File: config.mk
export PLATFORM = sky130hd
export DESIGN_NAME = mpmc11_app_cmd_seq
export DESIGN_NICKNAME = d
export VERILOG_FILES = /design/src/rtl/mpmc11_app_cmd_seq.sv
export SDC_FILE = /design/constraint.sdc
export NUM_CORES = 1
export LEC_CHECK = 0
export BUFFER_PORTS_ARGS = -buffer_cell sky130_fd_sc_hd__buf_2
export CORE_AREA = 2 2 144 146
export CTS_CLUSTER_DIAMETER = 100
export DETAILED_ROUTE_END_ITERATION = 8
export DIE_AREA = 0 0 146 148
export GPL_ROUTABILITY_DRIVEN = 0
export MAX_ROUTING_LAYER = met4
export SLEW_MARGIN = 20
export SYNTH_ARGS = -nofsm -noshare
export SYNTH_HDL_FRONTEND = slang
export SYNTH_SLANG_ARGS = --single-unit
File: constraint.sdc
create_clock -name clk -period 1.6 [get_ports clk]
set_input_delay 0.08 -clock clk [delete_from_list [all_inputs] [get_ports clk]]
set_output_delay 0.08 -clock clk [all_outputs]
set_load 0.005 [all_outputs]
File: src/rtl/mpmc11_app_cmd_seq.sv
// mpmc11_app_cmd_seq: sequences one multi-burst read/write transaction onto the MIG app interface
// Ports: clk/rst_n (async active-low); calib_done gates acceptance;
//   req/we/adr/len request (sampled in IDLE); wdat/wmask/wdat_ack write-beat source handshake;
//   busy/ack status; app_en/app_cmd/app_addr/app_rdy command channel;
//   app_wdf_wren/app_wdf_end/app_wdf_data/app_wdf_mask/app_wdf_rdy write-data channel.
module mpmc11_app_cmd_seq #(
    parameter int AW       = 29,
    parameter int DW       = 128,
    parameter int BEATS    = 2,
    parameter int ADDR_INC = 8
) (
    input  logic            clk,
    input  logic            rst_n,
    input  logic            calib_done,
    input  logic            req,
    input  logic            we,
    input  logic [AW-1:0]   adr,
    input  logic [5:0]      len,
    input  logic [DW-1:0]   wdat,
    input  logic [DW/8-1:0] wmask,
    output logic            wdat_ack,
    output logic            busy,
    output logic            ack,
    output logic            app_en,
    output logic [2:0]      app_cmd,
    output logic [AW-1:0]   app_addr,
    input  logic            app_rdy,
    output logic            app_wdf_wren,
    output logic            app_wdf_end,
    output logic [DW-1:0]   app_wdf_data,
    output logic [DW/8-1:0] app_wdf_mask,
    input  logic            app_wdf_rdy
);
    typedef enum logic [2:0] {IDLE, WR_DATA, WR_CMD, RD_CMD, DONE} state_t;
    state_t state, state_n;
    logic we_r, we_n, beat, beat_n, last;
    logic [AW-1:0] addr_r, addr_n;
    logic [5:0] bcnt, bcnt_n;
    assign last         = beat == 1'(BEATS - 1);
    assign busy         = state != IDLE;
    assign ack          = state == DONE;
    assign app_en       = state == WR_CMD || state == RD_CMD;
    assign app_cmd      = state == RD_CMD ? 3'b001 : 3'b000;
    assign app_addr     = addr_r;
    assign app_wdf_wren = state == WR_DATA;
    assign app_wdf_end  = app_wdf_wren && last;
    assign wdat_ack     = app_wdf_wren && app_wdf_rdy;
    assign app_wdf_data = wdat;
    assign app_wdf_mask = wmask;
    always_ff @(posedge clk or negedge rst_n) begin
        if (!rst_n) begin
            state  <= IDLE;
            we_r   <= 1'b0;
            addr_r <= '0;
            bcnt   <= '0;
            beat   <= 1'b0;
        end else begin
            state  <= state_n;
            we_r   <= we_n;
            addr_r <= addr_n;
            bcnt   <= bcnt_n;
            beat   <= beat_n;
        end
    end
    always_comb begin
        state_n = state;
        we_n    = we_r;
        addr_n  = addr_r;
        bcnt_n  = bcnt;
        beat_n  = beat;
        case (state)
            IDLE: if (req && calib_done) begin
                we_n    = we;
                addr_n  = adr;
                bcnt_n  = len;
                beat_n  = 1'b0;
                state_n = we ? WR_DATA : RD_CMD;
            end
            WR_DATA: if (app_wdf_rdy) begin
                beat_n  = last ? 1'b0 : beat + 1'b1;
                state_n = last ? WR_CMD : WR_DATA;
            end
            WR_CMD, RD_CMD: if (app_rdy) begin
                if (bcnt == '0) state_n = DONE;
                else begin
                    bcnt_n  = bcnt - 6'd1;
                    addr_n  = addr_r + AW'(ADDR_INC);
                    state_n = we_r ? WR_DATA : RD_CMD;
                end
            end
            DONE: state_n = IDLE;
            default: state_n = IDLE;
        endcase
    end
endmodule
==> results.json, run 1 <==
{
  "status": "did not finish",
  "failing_step": "detailed routing (5_2_route)",
  "firstError": "[ERROR DRT-0255] Maze Route cannot find path of net wdat[52] in worker of routeBox ( 96600 0 ) ( 146000 48300 ).",
  "dieWidth_um": 146,
  "clock_sink_count": 40,
  "cts-buffers-inserted": 5,
  "ys_warn_count": 0,
  "io_pins": 368,
  "post_synth_edffs": 0,
  "synth_top_cells_by_area": "buf_4, dfrtp_1, a21oi_1",
  "grt-ovfl-total": 0,
  "io_buffer_count": 77,
  "grt_use_total": 0.109,
  "cts.path.max_buffers": 2,
  "synth_area_um2": 3620,
  "synth_flop_cell": "dfrtp_1",
  "synth.top_cells.by_count": "buf_4, dfrtp_1, a21oi_1, o21ai_0, nor2_1",
  "maximum_number_of_pins_on_one_net_before_global_route_repair": 31,
  "synth_xor_area_frac": 0,
  "initial_utilization": 0.181,
  "synth_cells": 431,
  "grt_pass1_wl_um": 17700,
  "grt_pass1_vias": 2940,
  "yosys.area.top_type": "buf_4",
  "post_synth_and_or_nand_nor_area_fraction": 0.164,
  "postSynthRegisterBits": 40,
  "yosysUniqueCellTypes": 52,
  "postPlaceCellArea_um2": 3660,
  "antenna_violations_before_repair": 1,
  "async_flop_share": 1.00,
  "rows": 52,
  "sequential_fraction_of_the_synthesis_area": 0.276,
  "share_of_the_synthesized_area_in_compound_gates_ao_oa_aoi_oai": 0.187,
  "htree_levels": 2,
  "synth.mux.area_fraction": 0.0235,
  "synthAdderAreaFrac": 0.00691,
  "synthesis.area_per_instance_um2": 8.40,
  "place_hpwl_um": 9090,
  "kind_of_endpoint_with_the_least_setup_slack": "register data pin",
  "synth_top_area_frac": 0.307,
  "synth_top_family_by_area": "buffers and inverters",
  "fp.dieH_um": 148,
  "ctsRootBufferMaster": "clkbuf_16",
  "yosys.cell_count.top_type": "buf_4",
  "globalroute.repair_timing.worst_endpoint": "bcnt[1]$_DFFE_PN0P_/D"
}
[per-layer routing]
| metal | GRT usage |
|---|---|
| met5 | - |
| met4 | 0.0510 |
| met3 | 0.0475 |
| met2 | 0.175 |
| met1 | 0.115 |
[metrics by stage]
step	TNS, ps	setup WS [ps]	util	instances
after floorplan	-1080	-82.9	-	432
after global placement	-2910	-216	0.183	678
after detailed placement	-3530	-213	0.183	678
after CTS	-3060	-141	0.193	688
after global routing	-6220	-268	0.198	692
[cells by family after synthesis]
logic type | Yosys count
mux | 8
buf+inv | 170
flops | 40
simple gates | 106
fa+ha+maj | 2
compound gates | 104
other cells | 1
[timing repair]
action / 4_1_cts / 5_1_grt
gates resized for setup: 15 / 17
pin swaps: 7 / 7
endpoints found under the hold margin: 17 / 0
setup buffers: 3 / 3
hold buffers: 1 / 0
endpoints found under the setup margin: 34 / 34
cloned: 1 / 0
==> run 2: changes to the inputs <==
CORE_AREA = 2 2 145 147   (was 2 2 144 146)
CTS_CLUSTER_DIAMETER = not set   (was 100)
DIE_AREA = 0 0 147 149   (was 0 0 146 148)
MAX_ROUTING_LAYER = not set   (was met4)
PLACE_DENSITY_LB_ADDON = 0.15   (was not set)
clock period = 2.1 ns   (was 1.6 ns; I/O delays follow)
==> results.json, run 2 <==
{
  "worstHoldPathCells": 2,
  "design_area_um2": 3550,
  "placed_cells_incl_taps": 647,
  "drt-pass1-iter-count": 4,
  "htree_levels": 2,
  "cts.clk_slew.worst_paths_ps": 70,
  "worstPathRequired_ps": 2290,
  "ys_warn_count": 0,
  "mostFrequentLayoutCell": "buf_2",
  "grt-ovfl-total": 0,
  "critical_path_startpoint_category": "flop",
  "synthesis.area_per_instance_um2": 8.40,
  "diodes_inserted": 0,
  "cts.path.max_buffers": 2,
  "rows": 53,
  "grt_pass1_wl_um": 16800,
  "met2_wirelength_um": 4940,
  "wl_um": 10900,
  "power_density_nw_per_um2": 1410,
  "cp_data_arrival_time_ps": 2150,
  "synth.top_cells.by_count": "buf_4, dfrtp_1, a21oi_1, o21ai_0, nor2_1",
  "post-cts-setup-buffer-count": 0,
  "io_buffer_count": 77,
  "wirelength_met1_um": 4720,
  "synth_top_cells_by_area": "buf_4, dfrtp_1, a21oi_1",
  "synth_flop_cell": "dfrtp_1",
  "totalNegativeSetupSlack_ps": 0,
  "clock_sink_count": 40,
  "worstPathBufferInverterCount": 1,
  "worst-path-max-fanout": 12,
  "synth_area_um2": 3620,
  "cp-end-kind": "flop",
  "highest_delay_cell_along_the_critical_path": "dfrtp_1",
  "post_synth_and_or_nand_nor_area_fraction": 0.164,
  "total_leakage_power_nw": 1.53,
  "final_hold_viol_count": 0,
  "timing.critical_path.depth": 7,
  "async_flop_share": 1.00,
  "delay_of_the_slowest_critical_path_stage_ps": 390,
  "synth_xor_area_frac": 0,
  "max_ffs_per_register": 29,
  "design.core.area_um2": 20600,
  "num-nets-final": 569,
  "rsz_0062_raised_after_global_routing": "false",
  "antenna_violations_before_repair": 1,
  "dr.first_iter.drc_count": 70,
  "dr_wl_met3_um": 869,
  "final.setup_skew_ps": 12.2,
  "initial_utilization": 0.176,
  "routed_antenna_nets": 0,
  "final_min_period_over_clock_period": 0.934,
  "finalWorstPathRequiredPeriod_ps": 1960,
  "postPlaceCellArea_um2": 3360,
  "highest-signal-layer": "met5",
  "clock_insertion_delay_worst_skew_ps": 300,
  "maxClockFrequency_mhz": 510,
  "layout_common_cells": "buf_2, dfrtp_1, a21oi_1",
  "routedWlPerCell_um": 16.6,
  "area_delta_synth_final_pct": -1.93,
  "synth_cells": 431,
  "tritoncts": "yes",
  "holdCritPathClass": "input pin to flop",
  "yosys.cell_count.top_type": "buf_4",
  "io_pins": 368,
  "yosys.area.top_type": "buf_4",
  "timing.max_cap.violations": 0,
  "final-instance-count-excl-fill": 657,
  "status": "finished, final reports clean",
  "ir_drop_mv": 0.455,
  "synthAdderAreaFrac": 0.00691,
  "worst_path_dominant_cell_family": "simple AND/OR/NAND/NOR gates",
  "path_cells": "inv_1 > ha_1 > or2b_2 > o211ai_4 > and2_4 > nor2_1 > o2bb2a_4",
  "postSynthRegisterBits": 40,
  "place_hpwl_um": 8230,
  "grt_pass1_vias": 2962,
  "cts-buffers-inserted": 5,
  "setup-violations-final": 0,
  "drive_above_1_share": 0.348,
  "sequential_fraction_of_the_synthesis_area": 0.276,
  "synth_top_family_by_area": "buffers and inverters",
  "post_synth_edffs": 0,
  "maxSlewHeadroom": 0.625,
  "timing.setup.critical_path_class": "flop to flop",
  "worst_r2r_path_depth": 7,
  "hold-worst-slack_ps": 42.4,
  "drt-vias-per-instance": 4.20,
  "ctsRootBufferMaster": "clkbuf_16",
  "vias": 2760,
  "fp.dieH_um": 149,
  "synth_top_area_frac": 0.307,
  "share_of_the_synthesized_area_in_compound_gates_ao_oa_aoi_oai": 0.187,
  "timing_worst_slew_pin_value_ps": 562,
  "maximum_number_of_pins_on_one_net_before_global_route_repair": 38,
  "final-max-slew-violation-count": 0,
  "grt_use_total": 0.0981,
  "yosysUniqueCellTypes": 52,
  "drc": 0,
  "dieWidth_um": 147,
  "synth.mux.area_fraction": 0.0235,
  "fp.dieArea_um2": 21900
}
run 2: cell families after synthesis:
| logic type | Yosys count |
|---|---|
| AO/OA/AOI/OAI | 104 |
| adder cells (fa/ha/maj) | 2 |
| buffers and inverters | 170 |
| other | 1 |
| flip-flops | 40 |
| multiplexers | 8 |
| AND/OR/NAND/NOR | 106 |
run 2: report_power, final:
group / switching, mW / leakage (nW) / internal (mW)
Combinational: 1.40 / 0.983 / 1.11
Clock: 0.366 / 0.0871 / 0.597
Sequential: 0.406 / 0.462 / 1.14
run 2: stage by stage:
stage / worst slack [ps] / power [mW] / util
after floorplan: 317 / 3.28 / -
after global placement: 118 / 4.09 / 0.163
after detailed placement: 72.0 / 4.09 / 0.163
after CTS: 69.6 / 5.09 / 0.172
after global routing: 20.0 / 5.50 / 0.173
final: 139 / 5.02 / 0.173
run 2: timing repair:
item / CTS / global route
setup endpoints to repair: 0 / 5
endpoints found under the hold margin: 18 / 0
hold buffers: 1 / 0
gates resized for setup: 0 / 1
run 2: final timing paths:
kind	end	startpoint	slack, ps
worst max-delay path	app_addr[14]$_DFFE_PN0P_	bcnt[0]$_DFFE_PN0P_	140
worst min-delay path	app_addr[0]$_DFFE_PN0P_	adr[0]	40
worst max register to register	app_addr[14]$_DFFE_PN0P_	bcnt[0]$_DFFE_PN0P_	140
worst min register to register	app_addr[1]$_DFFE_PN0P_	app_addr[1]$_DFFE_PN0P_	510
max in group asynchronous	bcnt[0]$_DFFE_PN0P_	rst_n	1230
min in group asynchronous	app_addr[23]$_DFFE_PN0P_	rst_n	340
run 2: final cells by class:
class                   count  area (um2)
clock buffers               6         139
clock inverters             2        38.8
fillers                  2360       17000
inverters                   6        22.5
multi-input cells         223        1400
flip-flops and latches     40        1000
well taps                 275         344
repair buffers            105         611
run 2: metal layers:
metal / global-route usage / up-vias
met5: 0 / -
met4: 0.0481 / 2
met3: 0.0367 / 64
met2: 0.156 / 119
met1: 0.117 / 1321
li1: - / 1254
Power figures use the tool's default switching activity.
==> run 3: changes to the inputs <==
CORE_AREA = 2 2 141 143   (was 2 2 145 147)
DIE_AREA = 0 0 143 145   (was 0 0 147 149)
clock period = 2.45 ns   (was 2.1 ns; I/O delays follow)
==> results.json, run 3 (same netlist as run 2, synthesis figures left out) <==
{
  "io_pins": 368,
  "initial_utilization": 0.189,
  "dieWidth_um": 143,
  "holdCritPathClass": "input pin to flop",
  "area_delta_synth_final_pct": -7.36,
  "htree_levels": 2,
  "area_taken_by_flip_flops_and_latches_um2": 1000,
  "grt_pass1_vias": 2766,
  "total_leakage_power_nw": 1.42,
  "layout_common_cells": "buf_2, dfrtp_1, a21oi_1",
  "cp-end-kind": "flop",
  "final_hold_viol_count": 0,
  "fp.dieH_um": 145,
  "highest_delay_cell_along_the_critical_path": "dfrtp_1",
  "critical_path_startpoint_category": "flop",
  "final-instance-count-excl-fill": 628,
  "grt_pass1_wl_um": 16100,
  "grt_use_total": 0.100,
  "worstPathBufferInverterCount": 1,
  "fp.dieArea_um2": 20700,
  "final_min_period_over_clock_period": 0.857,
  "post-cts-setup-buffer-count": 0,
  "status": "finished, final reports clean",
  "clock_insertion_delay_worst_skew_ps": 290,
  "wl_um": 10700,
  "final-max-slew-violation-count": 0,
  "max_ffs_per_register": 29,
  "tritoncts": "yes",
  "drt-vias-per-instance": 4.14,
  "routedWlPerCell_um": 17.0,
  "io_buffer_count": 77,
  "cts.repair.resized": 0,
  "dr.first_iter.drc_count": 103,
  "diodes_inserted": 0,
  "multiInputGateArea_um2": 1390,
  "setup-violations-final": 0,
  "delay_of_the_slowest_critical_path_stage_ps": 390,
  "antenna_violations_before_repair": 0,
  "vias": 2597,
  "path_cells": "inv_1 > ha_1 > or2b_2 > o211ai_4 > and2_4 > nor2_1 > o2bb2a_4",
  "mostFrequentLayoutCell": "buf_2",
  "final.setup_skew_ps": 3.68,
  "utilization": 0.175,
  "maxSlewHeadroom": 0.609,
  "rsz_0062_raised_after_global_routing": "false",
  "worst_path_dominant_cell_family": "simple AND/OR/NAND/NOR gates",
  "grt-ovfl-total": 0,
  "totalNegativeSetupSlack_ps": 0,
  "power_density_nw_per_um2": 1200,
  "cts-buffers-inserted": 5,
  "place_hpwl_um": 8160,
  "ir_drop_mv": 0.376,
  "design.core.area_um2": 19200,
  "cp_data_arrival_time_ps": 2280,
  "ctsRootBufferMaster": "clkbuf_16",
  "drive_above_1_share": 0.309,
  "finalWorstPathRequiredPeriod_ps": 2100,
  "num-fill-cells": 2204,
  "timing.setup.critical_path_class": "flop to flop",
  "rows": 51,
  "worst-path-max-fanout": 27,
  "num-nets-final": 550,
  "timing_worst_slew_pin_value_ps": 586,
  "maxClockFrequency_mhz": 476,
  "timing.max_cap.violations": 0,
  "cts.clk_slew.worst_paths_ps": 60,
  "cts.path.max_buffers": 2,
  "maximum_number_of_pins_on_one_net_before_global_route_repair": 41,
  "routed_antenna_nets": 0,
  "worstPathRequired_ps": 2630,
  "drc": 0,
  "drt-pass1-iter-count": 4,
  "hold-worst-slack_ps": 70.3,
  "placed_cells_incl_taps": 619,
  "clock_sink_count": 40
}
-- run 3: area by class of cell --
type	count	share of cell area
Timing Repair Buffer	87	0.139
Tap cell	265	0.0988
Clock buffer	8	0.0436
Inverter	6	0.00671
Multi-Input combinational cell	222	0.414
Sequential cell	40	0.298
-- run 3: path summary, 6_finish.rpt --
kind	start	endpoint	slack [ps]	depth (start not counted)
worst max-delay path	bcnt[0]$_DFFE_PN0P_	app_addr[14]$_DFFE_PN0P_	350	7
min in group asynchronous	rst_n	app_addr[0]$_DFFE_PN0P_	390	2
max in group asynchronous	rst_n	app_addr[9]$_DFFE_PN0P_	1670	2
worst max register to register	bcnt[0]$_DFFE_PN0P_	app_addr[14]$_DFFE_PN0P_	350	7
worst min register to register	we_r$_DFFE_PN0P_	we_r$_DFFE_PN0P_	500	1
worst min-delay path	adr[1]	app_addr[1]$_DFFE_PN0P_	70	2
-- run 3: where the power goes --
part	switching (mW)	internal, mW	total [mW]
clock	0.280	0.407	0.687
sequential	0.398	0.975	1.37
combinational	1.13	0.835	1.96
-- run 3: worst register-to-register path, delay by kind of cell, from the launching register on --
family          cells  cell delay, ps
compound gates      2             460
fa+ha+maj           1             170
buf+inv             1             120
flops               1             390
simple gates        3             870
-- run 3: repair_timing --
item / in CTS / in global routing
hold buffers: 0 / 1
endpoints found under the setup margin: 0 / 0
hold endpoints to repair: 0 / 40
-- run 3: per-layer routing --
layer	wire length [um]	GRT usage	up-vias
li1	-	-	1209
met1	4540	0.123	1234
met2	5070	0.165	107
met3	785	0.0287	47
met4	302	0.0401	0
met5	0	0	-
-- run 3: per-stage QoR --
| stage | instance area [um2] | total power [mW] | setup WS (ps) |
|---|---|---|---|
| finish | 3360 | 4.02 | 349 |
| detailed placement | 3200 | 3.39 | 347 |
| floorplan | 3630 | 2.81 | 667 |
| global placement | 3200 | 3.39 | 384 |
| CTS | 3340 | 4.10 | 333 |
| global route | 3360 | 4.38 | 155 |
